$ cat src/rtl/pc_next_gen.sv
// pc_next_gen: IF-stage next-address generator.
// Chooses between hold, live redirect, buffered redirect and sequential
// increment; buffers a redirect seen while fetch is frozen and raises a
// timed IF/ID flush after every redirect that actually reaches the PC.
//
// Handshake note: there is no valid/ready pair on this block. A redirect
// request (BranchTaken/Jump) is a single-cycle pulse and is consumed on the
// edge where it is sampled: applied when fetch is not frozen, otherwise
// captured into the pending register. Fetch advances only when
// ImemReady=1 and Stall=0.
module pc_next_gen #(
  parameter logic [31:0] RESET_VECTOR = 32'h0000_0000,
  parameter int unsigned FLUSH_CYCLES = 2,
  parameter int unsigned PC_STEP      = 4
) (
  input  logic        Clk,
  input  logic        Reset,
  input  logic [31:0] PCResult,
  input  logic        Stall,
  input  logic        ImemReady,
  input  logic        BranchTaken,
  input  logic [31:0] BranchTarget,
  input  logic        Jump,
  input  logic [31:0] JumpTarget,
  output logic [31:0] Address,
  output logic        Flush,
  output logic        RedirectPending,
  output logic        MisalignErr,
  output logic [1:0]  dbg_state
);

  localparam logic [2:0]  FLUSH_LOAD = 3'(FLUSH_CYCLES);
  localparam logic [31:0] STEP       = 32'(PC_STEP);

  // Pending-redirect FSM. Flushing is tracked by flush_cnt, orthogonal to it.
  typedef enum logic {
    RUN       = 1'b0,
    HOLD_PEND = 1'b1
  } pend_state_t;

  pend_state_t state;
  pend_state_t state_nxt;

  logic [31:0] pend_target;
  logic        pend_is_branch;
  logic [2:0]  flush_cnt;
  logic        mis_flag;

  logic        freeze;
  logic        req_valid;
  logic        req_is_branch;
  logic [31:0] req_raw;
  logic [31:0] req_target;
  logic        req_misalign;

  logic        pend_load;
  logic        apply;
  logic        set_mis;

  // Decode the incoming request: branch wins over jump, low bits dropped.
  always_comb begin
    freeze        = Stall | ~ImemReady;
    req_valid     = BranchTaken | Jump;
    req_is_branch = BranchTaken;
    req_raw       = BranchTaken ? BranchTarget : JumpTarget;
    req_target    = {req_raw[31:2], 2'b00};
    req_misalign  = req_valid & (req_raw[1:0] != 2'b00);
  end

  // Next-state logic: decide whether to capture, apply or keep waiting.
  always_comb begin
    state_nxt = state;
    pend_load = 1'b0;
    apply     = 1'b0;
    case (state)
      RUN: begin
        if (req_valid && freeze) begin
          pend_load = 1'b1;
          state_nxt = HOLD_PEND;
        end else if (req_valid) begin
          apply = 1'b1;
        end
      end
      HOLD_PEND: begin
        if (!freeze) begin
          // Either the live request or the buffered one goes out; a live
          // request simply replaces the buffered target.
          apply     = 1'b1;
          state_nxt = RUN;
        end else if (req_valid && (req_is_branch || !pend_is_branch)) begin
          // A branch replaces anything; a jump never replaces a branch.
          pend_load = 1'b1;
        end
      end
      default: state_nxt = RUN;
    endcase
    set_mis = req_misalign & (pend_load | (apply & req_valid));
  end

  // Address mux in strict priority: reset, hold, live, pending, sequential.
  always_comb begin
    Address = PCResult + STEP;
    if (!Reset) begin
      Address = RESET_VECTOR;
    end else if (freeze) begin
      Address = PCResult;
    end else if (req_valid) begin
      Address = req_target;
    end else if (state == HOLD_PEND) begin
      Address = pend_target;
    end
  end

  // FSM state register.
  always_ff @(posedge Clk or negedge Reset) begin
    if (!Reset) begin
      state <= RUN;
    end else begin
      state <= state_nxt;
    end
  end

  // Pending redirect storage, written only when a request is captured.
  always_ff @(posedge Clk or negedge Reset) begin
    if (!Reset) begin
      pend_target    <= 32'h0;
      pend_is_branch <= 1'b0;
    end else if (pend_load) begin
      pend_target    <= req_target;
      pend_is_branch <= req_is_branch;
    end
  end

  // Flush countdown: reload on every applied redirect, else count to zero.
  always_ff @(posedge Clk or negedge Reset) begin
    if (!Reset) begin
      flush_cnt <= 3'd0;
    end else if (apply) begin
      flush_cnt <= FLUSH_LOAD;
    end else if (flush_cnt != 3'd0) begin
      flush_cnt <= flush_cnt - 3'd1;
    end
  end

  // Sticky misalignment flag, cleared only by reset.
  always_ff @(posedge Clk or negedge Reset) begin
    if (!Reset) begin
      mis_flag <= 1'b0;
    end else if (set_mis) begin
      mis_flag <= 1'b1;
    end
  end

  // Status outputs; dbg_state = {flushing, holding a pending redirect}.
  always_comb begin
    Flush           = (flush_cnt != 3'd0);
    RedirectPending = (state == HOLD_PEND);
    MisalignErr     = mis_flag;
    dbg_state       = {Flush, RedirectPending};
  end

endmodule

$ cat config.mk
export PLATFORM = sky130hd
export DESIGN_NAME = pc_next_gen
export DESIGN_NICKNAME = d
export VERILOG_FILES = /design/src/rtl/pc_next_gen.sv
export SDC_FILE = /design/constraint.sdc
export NUM_CORES = 1
export LEC_CHECK = 0
export CELL_PAD_IN_SITES_DETAIL_PLACEMENT = 1
export CELL_PAD_IN_SITES_GLOBAL_PLACEMENT = 1
export CORE_AREA = 2 2 97 99
export DETAILED_ROUTE_END_ITERATION = 7
export DIE_AREA = 0 0 99 101
export DONT_BUFFER_PORTS = 1
export PLACE_DENSITY_LB_ADDON = 0.3
export SLEW_MARGIN = 20
export SYNTH_ARGS = -nofsm -noshare
export SYNTH_HDL_FRONTEND = slang
export SYNTH_SLANG_ARGS = --single-unit
$ cat constraint.sdc
create_clock -name Clk -period 2 [get_ports Clk]
set_input_delay 0.4 -clock Clk [delete_from_list [all_inputs] [get_ports Clk]]
set_output_delay 0.4 -clock Clk [all_outputs]
set_load 0.02 [all_outputs]
; Word-level counts from Yosys, hierarchy flattened
; Index checks and enable logic that the tools add are counted.
[classes]
addsub = 2
muxes = 17
bitwise = 8
reduce_logical = 7
[ops]
columns = cell, count
row1 = $mux W32, 5
row2 = $add A32 B3 Y32 const B, 1
row3 = $mux W1, 7
row4 = $mux W3, 2
row5 = $pmux W1 S2, 3
row6 = $reduce_bool A2 Y1, 2
row7 = $and A1 B1 Y1, 3
row8 = $or A1 B1 Y1, 3
row9 = $reduce_bool A3 Y1, 1
row10 = $sub A3 B1 Y3 const B, 1
row11 = $logic_and A1 B1 Y1, 2
row12 = $not A1 Y1, 2
row13 = $logic_not A1 Y1, 1
row14 = $logic_or A1 B1 Y1, 1
[totals]
ff_bits = 36
input_bits = 102
output_inout_bits = 37
word_cells = 39

; Depth between registers and ports, before layout
; Gate-level depths: netlist of run 1.
[logic_depth]
word_depth = 8
ltp_mapped = 8
depth_no_buf = 6

; Worst setup path before layout of run 1
; No wires, ideal clock.
[synth_timing]
path_type = input port to output port
start = input PCResult[4]
end = output Address[21]
t_arrival_ns = 1.962
t_required_ns = 1.600
path_slack_ns = -0.362
path_stages = 8
path_buffers = 3
cell_sequence = buf_4 and4_1 buf_4 and3_1 buf_4 and3_1 a41oi_1 a211oi_1
[synth_between]
elab_chain_len = 5
[synth_rtl]
columns = item, line
row1 = from (decl), 18  ; input logic [31:0] PCResult,
row2 = $add A32 B3 Y32, 102  ; Address = PCResult + STEP;
row3 = $mux W32, 109  ; end else if (state == HOLD_PEND) begin
row4 = $mux W32, 107  ; end else if (req_valid) begin
row5 = $mux W32, 105  ; end else if (freeze) begin
row6 = $mux W32, 103  ; if (!Reset) begin
row7 = to (decl), 25  ; output logic [31:0] Address,
; Every way passes these cells.

; Final worst setup path of run 1
[layout_timing]
start = register state (netlist: RedirectPending)
end = output Address[27]
[layout_between]
elab_chain_len = 4
[layout_rtl]
columns = item, line
row1 = from (decl), 41  ; pend_state_t state;
row2 = from (signal assigned), 119  ; state <= state_nxt;
row3 = $mux W32, 109
row4 = $mux W32, 107
row5 = $mux W32, 105
row6 = $mux W32, 103
; Every way passes these cells.

==> metrics.md, run 1 <==
| Metric | Value |
|---|---|
| Result of the run | finished, violations left |
| Violations in the final reports | setup timing |
| Worst clock skew on the final layout | 6.22 ps |
| Kind of start point of the critical path | flip-flop |
| Max H-tree Level | 2 |
| Die span in x | about 99 µm |
| Layout cell share with drive strength beyond 1 | 0.340 |
| Cells after synthesis | 492 |
| Proportion of power drawn by the clock network | 0.213 |
| Dominant cells by area after synthesis | dfrtp_1, o21ai_0, mux2i_1, nand2_1, a21oi_1 |
| Primary FF master, synth | dfrtp_1 |
| FF/Latch Area | 902 µm² |
| Proportion of total power due to net switching | 0.373 |
| Leak | around 2 nW |
| Layout Nets | 651 |
| Worst IR drop on VDD | just under 0.6 mV |
| Sw Pwr | between 0.9 and 1 mW |
| Number of primary I/O pins | between 100 and 150 |
| Count of antenna diodes in the layout | 0 |
| Worst setup path class | flip-flop to output pin |
| Root Driver | clkbuf_8 |
| Via count of the first global-routing pass | about 4,400 |
| TritonCTS clock tree | done |
| DRC viols | 0 |
| Post-route cell area | between 4000 and 5000 µm² |
| Die outline area | around 10000 µm² |
| Overflow left after global routing | 0 |
| Maximum number of pins on one net before global-route repair | 75 |
| Placer Congestion | approximately 0.87 |
| Final number of hold-violating endpoints | 0 |
| Via-to-Cell Ratio | between 6 and 7 |
| Worst r2r path cells | 7 |
| Post-detailed-route count of antenna-violating nets | 0 |
| Slew at the pin with the worst max-slew slack | ~760 ps |
| FFs w/ async S/R, synth | 1.00 |
| Post-synth EDFFs | 0 |
| Relative contribution of sequential cells to total power | 0.362 |
| Number of buffers created by CTS | 5 |
| Fill cell count | approximately 1,100 |
| Number of antenna violations at the first check in global routing | 0 |
| Placeable core region | between 8000 and 9000 µm² |
| Max-slew violation total from the final report | 0 |
| Worst-path fanout max | 8 |
| Insertion delay of the later-clocked pin in the worst-skew pair | around 290 ps |
| Die span in y | around 100 µm |
| Slowest CP cell | dfrtp_2 |
| Final critical path time including I/O delays and setup | ~2300 ps |
| Max Cap Viol | 0 |
| Hold depth | 2 |
| Total GRT Usage | 0.298 |
| Starting density of the core | 0.396 |
| Rel. slew slack | 0.494 |
| Setup repair after global routing missed its margin | yes |
| Slack of the critical path | -338 ps |
| Commonest non-fill, non-tap cell in the layout | buf_4 |
| Portion of the clock cycle consumed by the worst path in the final layout | 1.17 |
| Library cells used by synthesis | 60 |
| Total stage count of the critical path | 6 |
| HPWL Detailed | approximately 11,000 µm |
| Footprint of the multi-input gates | just under 3000 µm² |
| Cell Rows | 35 |
| Via count | roughly 4,300 |
| Highest-count cells in the layout ignoring fill and taps | buf_4, nand2_1, o21ai_0 |
| Syn Std Cell Area | 3560 µm² |
| Nets in the synthesized netlist | between 500 and 600 |
| Number of detailed-routing iterations run before antenna repair | 4 |
| First-pass GRT wire length | ~24,000 µm |
| Required time of the critical path | roughly 1600 ps |
| Ordered list of cells on the worst path | or3_4 > buf_6 > nor2_4 > buf_4 > nand2_2 > o221a_4 |
| Buffers on Ports | 0 |
| Finish-stage setup viols | 29 |
| Internal power component | around 1.6 mW |
| Clk sink count | 36 |
| Clock tree buffer depth | 2 |
| Post-detailed-route wirelength per cell | ~25 µm |
| Largest stage delay on the critical path | roughly 440 ps |
| Violation count after the first detailed-routing iteration | 270 |
| Count of synthesis-stage warnings from yosys | 0 |
| Pwr dens | between 500 and 600 nW/µm² |
| Synthesized flop and latch total | 36 |
| Clock-pin slew on the worst setup and hold paths | around 70 ps |
| Nature of the critical path endpoint | output pin |
| Yosys top cell by area | dfrtp_1 |
| Sequential-to-total area share from yosys stat | 0.253 |
| Average instance area after synthesis | ~7.2 µm² |
| Number of buffers and inverters on the critical path | 2 |
| Worst hold path class | primary input to flip-flop |
| DP Worst Slack | -146 ps |
| Total length of routed wires | 16,200 µm |
| Area after DPL | 4390 µm² |
| Largest delay contributor family on the critical path | simple AND/OR/NAND/NOR gates |
| Power share of the combinational group | 0.425 |
| Arr. time, crit path | slightly below 2000 ps |
| Area fraction of the dominant cell type after synthesis | 0.253 |
| Area Overhead vs Synth | 40.0% |
| Maximum clock frequency | roughly 0.43 GHz |
registers in the layout, indices dropped and copies added, names as in the netlist:
| register | flops |
|---|---|
| flush_cnt | 3 |
| RedirectPending | 1 |
| pend_target | 30 |
| pend_is_branch | 1 |
| MisalignErr | 1 |
per-layer routing:
layer,GRT usage,part of all wire,up-vias,routed length (µm)
met5,0,0,-,0
met4,0.0832,0.027,0,439
met3,0.0818,0.084,41,1350
met2,0.495,0.48,188,7810
met1,0.381,0.41,2123,6570
li1,-,-,1945,-
synthesized netlist by cell type (4+ instances only):
| cell type | instances |
|---|---|
| a21oi_1 | 35 |
| nand2_1 | 69 |
| a21boi_0 | 8 |
| inv_1 | 15 |
| buf_2 | 9 |
| o22ai_1 | 13 |
| nand2b_1 | 6 |
| a221oi_1 | 9 |
| dfrtp_1 | 36 |
| buf_4 | 7 |
| and3_1 | 10 |
| nor3_1 | 13 |
| nand3_1 | 19 |
| nand4_1 | 12 |
| o21ai_0 | 61 |
| and4_1 | 7 |
| clkbuf_1 | 26 |
| nor2b_1 | 6 |
| a211oi_1 | 6 |
| a31oi_1 | 7 |
| buf_1 | 4 |
| nor2_1 | 25 |
| o211ai_1 | 5 |
| mux2i_1 | 26 |
cells by family (layout without fill, tap and decap cells):
kind of cell,after synthesis,after routing,share of synthesized area
compound gates,178,178,0.317
xor+xnor,5,5,0.0123
fa+ha+maj,3,3,0.0106
buf+inv,61,116,0.0749
flops,36,36,0.253
mux,27,27,0.0763
simple gates,182,182,0.256
through the flow:
stage | utilization | power [mW] | hold WS, ps | instances | setup TNS [ps]
6_report | 0.555 | 2.58 | 310 | 658 | -6410
5_1_grt | 0.555 | 2.74 | 305 | 658 | -8330
3_5_place_dp | 0.489 | 1.86 | 106 | 638 | -1330
2_1_floorplan | - | 1.60 | 104 | 492 | -866
3_3_place_gp | 0.489 | 1.81 | 106 | 638 | -592
4_1_cts | 0.524 | 2.49 | 286 | 649 | -4810
worst reg2reg max path, stage by stage, from the launching register on:
cell and delay (ps):
dfrtp_2 440, buf_4 150, buf_12 150, a21oi_1 240, o21ai_4 110, buf_12 170, nand2_1 100, o21ai_0 110
path summary, 6_finish.rpt:
kind                                               end  slack [ps]                         from
min reg2reg                pend_target[24]$_DFFE_PN0P_         490  pend_target[24]$_DFFE_PN0P_
min in group asynchronous  pend_target[12]$_DFFE_PN0P_         570                        Reset
max reg2reg                pend_target[27]$_DFFE_PN0P_         400    RedirectPending$_DFF_PN0_
min                            MisalignErr$_DFFE_PN0P_         310                  BranchTaken
max                                        Address[27]        -340    RedirectPending$_DFF_PN0_
max in group asynchronous    RedirectPending$_DFF_PN0_        1230                        Reset
repair_timing:
item / 4_1_cts / 5_1_grt
pin swaps: 23 / 31
buffers inserted: 2 / 9
setup endpoints to repair: 29 / 31
gates resized for setup: 49 / 47
endpoints found under the hold margin: 36 / 0
hold buffers: 2 / 0
gates cloned: 0 / 0
power by group through the flow:
| stage | registers [mW] | logic [mW] | clock network [mW] |
|---|---|---|---|
| after CTS | 0.925 | 1.00 | 0.563 |
| after global routing | 0.947 | 1.20 | 0.596 |
| after floorplan | 0.920 | 0.685 | 0 |
| after global placement | 0.925 | 0.886 | 0 |
| final | 0.936 | 1.10 | 0.551 |
| after detailed placement | 0.936 | 0.926 | 0 |
cell type report:
type	instances	share of cell area
Multi-Input combinational cell	395	0.585
Sequential cell	36	0.181
Clock buffer	7	0.0173
Clock inverter	1	0.00151
Tap cell	111	0.0279
Inverter	15	0.0118
Timing Repair Buffer	93	0.175
(Power assumes the default switching activity.)
==> run 2, diff against run 1 <==
- PLACE_DENSITY_LB_ADDON: 0.3 -> 0.1
==> run 2 against run 1 <==
The run still ends with setup timing left. Sequential share of layout area is 0.28 points higher. Worst setup slack got worse by 0.96 ps. Utilization fell by 0.85 points. Critical path depth is 1 higher. Maximum frequency about the same. Combinational power fell by 6%. Sequential power is 1% lower. Clock skew is 4.5 ps higher. Non-clock buffer count up 2. First-iteration DRC count decreased by 3.7%. Routed wire length decreased by 8.1%. Largest power group unchanged. Highest routed layer unchanged.
==> metrics.md, run 2 (synthesis gave the netlist of run 1 again) <==
| Metric | Value |
|---|---|
| Result of the run | finished, violations left |
| Violations in the final reports | setup timing |
| Buffers on Ports | 0 |
| Clock-pin slew on the worst setup and hold paths | approximately 80 ps |
| Root Driver | clkbuf_8 |
| Post-detailed-route count of antenna-violating nets | 0 |
| Die span in y | 101 µm |
| Starting density of the core | 0.396 |
| Worst clock skew on the final layout | between 10 and 15 ps |
| Number of detailed-routing iterations run before antenna repair | 4 |
| TritonCTS clock tree | done |
| Kind of start point of the critical path | flip-flop |
| Largest register by flop count | pend_target |
| Worst IR drop on VDD | roughly 0.48 mV |
| Clock tree buffer depth | 2 |
| Final number of hold-violating endpoints | 0 |
| Slowest CP cell | dfrtp_2 |
| Setup repair after global routing missed its margin | yes |
| First-pass GRT wire length | 22,800 µm |
| Total stage count of the critical path | 7 |
| Placeable core region | roughly 9000 µm² |
| Launching instance or port of the critical path | RedirectPending$_DFF_PN0_ |
| Worst r2r path cells | 7 |
| Rel. slew slack | 0.733 |
| Source of the worst register-to-register timing path | RedirectPending$_DFF_PN0_ |
| Via-to-Cell Ratio | between 6 and 7 |
| Highest-count cells in the layout ignoring fill and taps | buf_4, nand2_1, o21ai_0 |
| Total length of routed wires | about 15,000 µm |
| Worst setup path class | flip-flop to output pin |
| Area Overhead vs Synth | 37.8% |
| Worst-path fanout max | 5 |
| Cell Rows | 35 |
| DP Worst Slack | -181 ps |
| Commonest non-fill, non-tap cell in the layout | buf_4 |
| Most Frequent Cell on Critical Path | buf_4 |
| Final critical path time including I/O delays and setup | between 2000 and 2500 ps |
| Die outline area | 10000 µm² |
| Die span in x | between 90 and 100 µm |
| Max-slew violation total from the final report | 0 |
| Maximum clock frequency | about 0.43 GHz |
| Largest delay contributor family on the critical path | buffers and inverters |
| DRC viols | 0 |
| Violation count after the first detailed-routing iteration | 260 |
| Number of antenna violations at the first check in global routing | 0 |
| Biggest registers after layout | pend_target: 30 flops, flush_cnt: 3 flops |
| Hold path startpoint | BranchTaken |
| Largest stage delay on the critical path | between 400 and 500 ps |
| Required time of the critical path | about 1600 ps |
| Total GRT Usage | 0.289 |
| Leak | around 2 nW |
| Arr. time, crit path | roughly 1900 ps |
| Worst hold path class | primary input to flip-flop |
| Finish-stage setup viols | 31 |
| Portion of the clock cycle consumed by the worst path in the final layout | 1.17 |
| Max H-tree Level | 2 |
| Layout cell share with drive strength beyond 1 | 0.324 |
| Count of antenna diodes in the layout | 0 |
| Layout Nets | 653 |
| Post-detailed-route wirelength per cell | 22.5 µm |
| Fin Setup TNS | -5940 ps |
| Slew at the pin with the worst max-slew slack | ~400 ps |
| Via count of the first global-routing pass | 4,212 |
| Number of buffers created by CTS | 5 |
| Pwr dens | 512 nW/µm² |
| Via count | around 4,100 |
| Placer Congestion | 0.871 |
| HPWL Detailed | 11,000 µm |
| Ordered list of cells on the worst path | or3_4 > buf_4 > buf_4 > a21o_1 > a21oi_2 > nor3_2 > buf_4 |
| Clk sink count | 36 |
| Max reg flops | 30 |
| Hold depth | 2 |
| Number of primary I/O pins | around 140 |
| Insertion delay of the later-clocked pin in the worst-skew pair | 300 ps |
| Number of buffers and inverters on the critical path | 3 |
| Nature of the critical path endpoint | output pin |
| Overflow left after global routing | 0 |
| Maximum number of pins on one net before global-route repair | 75 |
| Max Cap Viol | 0 |
| Final Hold Slack | roughly 280 ps |
| Slack of the critical path | -339 ps |
## run 2: cell count changes in the layout (fill, tap and decap cells not counted), moves of 3 or more
cell / previous run / this run
a21oi_1: 23 / 27
a21oi_2: 10 / 7
a221oi_1: 2 / 7
a221oi_2: 5 / 2
and3_2: 3 / 0
and3_4: 1 / 4
buf_12: 9 / 6
buf_4: 68 / 74
o21ai_0: 43 / 49
o21ai_1: 12 / 8
## run 2: per-layer routing
metal / wire (µm) / share of wire / global-route usage
met5: 0 / 0 / 0
met4: 158 / 0.011 / 0.0421
met3: 1090 / 0.073 / 0.0596
met2: 7080 / 0.48 / 0.477
met1: 6530 / 0.44 / 0.401
## run 2: worst reg2reg max path: stages (launching register included)
cell and delay [ps]:
dfrtp_2 440, buf_6 130, buf_4 180, a21oi_1 230, o21ai_4 80, buf_4 230
nand2_1 100, o21ai_0 90
## run 2: repair_timing
action | in CTS | in global routing
resized for setup | 44 | 31
hold buffers | 2 | 0
pin swaps | 25 | 20
endpoints found under the hold margin | 36 | 0
buffers inserted | 3 | 8
endpoints found under the setup margin | 30 | 32
## run 2: power by group
part | internal [mW] | switching, mW | total [mW]
logic | 0.452 | 0.574 | 1.03
registers | 0.854 | 0.0709 | 0.924
clock network | 0.275 | 0.283 | 0.558
## run 2: path summary, 6_finish.rpt
path,endpoint,slack (ps)
setup / recovery,Address[10],-340
hold / removal,MisalignErr$_DFFE_PN0P_,280
setup reg to reg,pend_target[13]$_DFFE_PN0P_,390
hold reg to reg,pend_target[15]$_DFFE_PN0P_,490
max in group asynchronous,pend_target[21]$_DFFE_PN0P_,1240
min in group asynchronous,pend_is_branch$_DFFE_PN0P_,550
## run 2: final cells by class
type / count / area (µm²)
flip-flops and latches: 36 / 902
well taps: 111 / 139
clock buffers: 6 / 82.6
inverters: 15 / 56.3
clock inverters: 2 / 10.0
fillers: 1074 / 4070
repair buffers: 95 / 843
multi-input cells: 395 / 2870
## run 2: metrics by stage
stage	power [mW]	utilization	instances	area, µm²
floorplan	1.60	-	492	3820
global placement	1.81	0.488	640	4380
detailed placement	1.85	0.488	640	4380
CTS	2.46	0.520	652	4670
global route	2.66	0.546	660	4900
finish	2.51	0.546	660	4900
==> run 3, diff against run 2 <==
- PLACE_DENSITY_LB_ADDON: 0.1 -> 0.2
==> run 3 against run 2 <==
The flow still finishes with violations (setup timing). Worst hold slack improved by 26 ps. Clock power fell by 13%. Combinational power barely moved. First-iteration DRC count fell by 3.5%. Via count rose by 2.6%. Cell count rose by 0.15%. Clock skew fell by 5.8 ps. Non-clock buffer count rose by 2. Routed wire length rose by 2.2%. Global-route usage rose by 0.13 points. Largest cell class unchanged. Highest routed layer unchanged.
==> metrics.md, run 3 (synthesis gave the netlist of run 1 again) <==
| Metric | Value |
|---|---|
| Violation count after the first detailed-routing iteration | about 250 |
| Number of primary I/O pins | around 140 |
| Die span in y | 101 µm |
| DRC viols | 0 |
| Total power of the final layout | between 2 and 2.5 mW |
| Nature of the critical path endpoint | output pin |
| Insertion delay of the later-clocked pin in the worst-skew pair | about 280 ps |
| Worst hold path class | primary input to flip-flop |
| Result of the run | finished, violations left |
| Final critical path time including I/O delays and setup | 2370 ps |
| Clock-pin slew on the worst setup and hold paths | approximately 70 ps |
| Arr. time, crit path | between 1500 and 2000 ps |
| Max-slew violation total from the final report | 0 |
| Count of antenna diodes in the layout | 0 |
| Clk sink count | 36 |
| Fin cells | around 660 |
| Max Cap Viol | 0 |
| Maximum number of pins on one net before global-route repair | 75 |
| Total GRT Usage | 0.291 |
| Cell Rows | 35 |
| Number of antenna violations at the first check in global routing | 0 |
| Worst clock skew on the final layout | about 5 ps |
| Reg-to-reg setup timing slack | approximately 330 ps |
| Largest stage delay on the critical path | between 400 and 500 ps |
| Post-detailed-route wirelength per cell | around 23 µm |
| Number of buffers created by CTS | 5 |
| Total length of routed wires | around 15,000 µm |
| Layout cell share with drive strength beyond 1 | 0.338 |
| Layout Nets | about 660 |
| Worst setup path class | flip-flop to output pin |
| Portion of the clock cycle consumed by the worst path in the final layout | 1.18 |
| Starting density of the core | 0.396 |
| Overflow left after global routing | 0 |
| HPWL Detailed | roughly 11,000 µm |
| Endpoint of the most critical setup path | Address[31] |
| Slowest CP cell | dfrtp_2 |
| Slew at the pin with the worst max-slew slack | 416 ps |
| Biggest registers after layout | pend_target: 30 flops, flush_cnt: 3 flops |
| Required time of the critical path | around 1600 ps |
| Placeable core region | ~9000 µm² |
| Buffers on Ports | 0 |
| Reg-to-reg critical path endpoint | pend_target[18]$_DFFE_PN0P_ |
| Worst r2r path cells | 6 |
| DP Worst Slack | -115 ps |
| Via-to-Cell Ratio | ~6.4 |
| TritonCTS clock tree | done |
| First-pass GRT wire length | 23,100 µm |
| Die span in x | approximately 99 µm |
| Hold path startpoint | BranchTaken |
| Clock tree buffer depth | 2 |
| Leak | 2.02 nW |
| Rel. slew slack | 0.722 |
| Total stage count of the critical path | 7 |
| Root Driver | clkbuf_8 |
| Largest delay contributor family on the critical path | compound AO/OA/AOI/OAI gates |
| Via count | around 4,200 |
| Finish-stage setup viols | 32 |
| Max H-tree Level | 2 |
| Via count of the first global-routing pass | roughly 4,300 |
| Final number of hold-violating endpoints | 0 |
| Highest-count cells in the layout ignoring fill and taps | buf_4, nand2_1, o21ai_0 |
| Number of detailed-routing iterations run before antenna repair | 4 |
| Maximum clock frequency | 0.422 GHz |
| Pwr dens | 500 nW/µm² |
| Final Hold Slack | between 300 and 400 ps |
| Number of buffers and inverters on the critical path | 2 |
| Slack of the critical path | -369 ps |
| Violations in the final reports | setup timing |
| Worst-path fanout max | 7 |
| Die outline area | between 9000 and 10,000 µm² |
| Commonest non-fill, non-tap cell in the layout | buf_4 |
| Placer Congestion | around 0.93 |
| Source of the worst register-to-register timing path | RedirectPending$_DFF_PN0_ |
| Post-detailed-route count of antenna-violating nets | 0 |
| Placed cell count | 642 |
| Area Overhead vs Synth | 38.7% |
| Kind of start point of the critical path | flip-flop |
| Setup repair after global routing missed its margin | yes |
| Launching instance or port of the critical path | RedirectPending$_DFF_PN0_ |
| Worst IR drop on VDD | ~0.48 mV |
| Largest register by flop count | pend_target |
| Ordered list of cells on the worst path | nor2b_2 > buf_6 > a221oi_2 > nor3_1 > a311oi_1 > buf_4 > o21ai_4 |
| Max reg flops | 30 |
-- run 3: changes by cell type in the layout (fill, tap and decap cells not counted), sizes merged --
cell / previous run / this run
buf: 94 / 95
clkinv: 2 / 1
clkbuf: 6 / 7
-- run 3: worst min-delay path by stage --
stage / end / slack (ps) / cells past startpoint
detailed placement: MisalignErr$_DFFE_PN0P_ / 110 / 0
global route: MisalignErr$_DFFE_PN0P_ / 320 / 2
finish: MisalignErr$_DFFE_PN0P_ / 300 / 2
floorplan: MisalignErr$_DFFE_PN0P_ / 100 / 0
global placement: flush_cnt[1]$_DFFE_PN0P_ / 110 / 0
CTS: MisalignErr$_DFFE_PN0P_ / 280 / 2
-- run 3: cell type report --
class,instances,area [µm²]
Clock buffer,6,72.6
Sequential cell,36,902
Inverter,15,56.3
Tap cell,111,139
Timing Repair Buffer,97,871
Multi-Input combinational cell,395,2890
Clock inverter,1,5.00
Fill cell,1080,4040
-- run 3: what timing repair did --
item,CTS,global route
pin swaps,18,34
gates cloned,0,1
buffers inserted,3,7
gates resized for setup,37,43
setup endpoints to repair,30,32
hold endpoints to repair,36,0
hold buffers,2,0
-- run 3: routing by layer --
| metal | up-vias | routed length, µm | global-route usage |
|---|---|---|---|
| met4 | 0 | 444 | 0.0738 |
| met2 | 151 | 7250 | 0.475 |
| met1 | 2112 | 6410 | 0.392 |
| met3 | 35 | 1080 | 0.0617 |
| met5 | - | 0 | 0 |
| li1 | 1942 | - | - |
-- run 3: where the power goes --
group          switching (mW)  internal (mW)
clock                   0.249          0.237
combinational           0.584          0.467
sequential             0.0761          0.854
-- run 3: worst register-to-register path: cells and delay by family (launching register included) --
| family | cells | cell delay (ps) |
|---|---|---|
| flip-flops | 1 | 440 |
| AND/OR/NAND/NOR | 1 | 90 |
| AO/OA/AOI/OAI | 3 | 590 |
| buffers and inverters | 2 | 450 |
-- run 3: through the flow --
stage               TNS [ps]   util  cell area [µm²]
floorplan               -866      -             3820
global placement        -418  0.492             4420
detailed placement     -1080  0.492             4420
CTS                    -6410  0.525             4710
global route           -8360  0.550             4930
finish                 -6600  0.550             4930
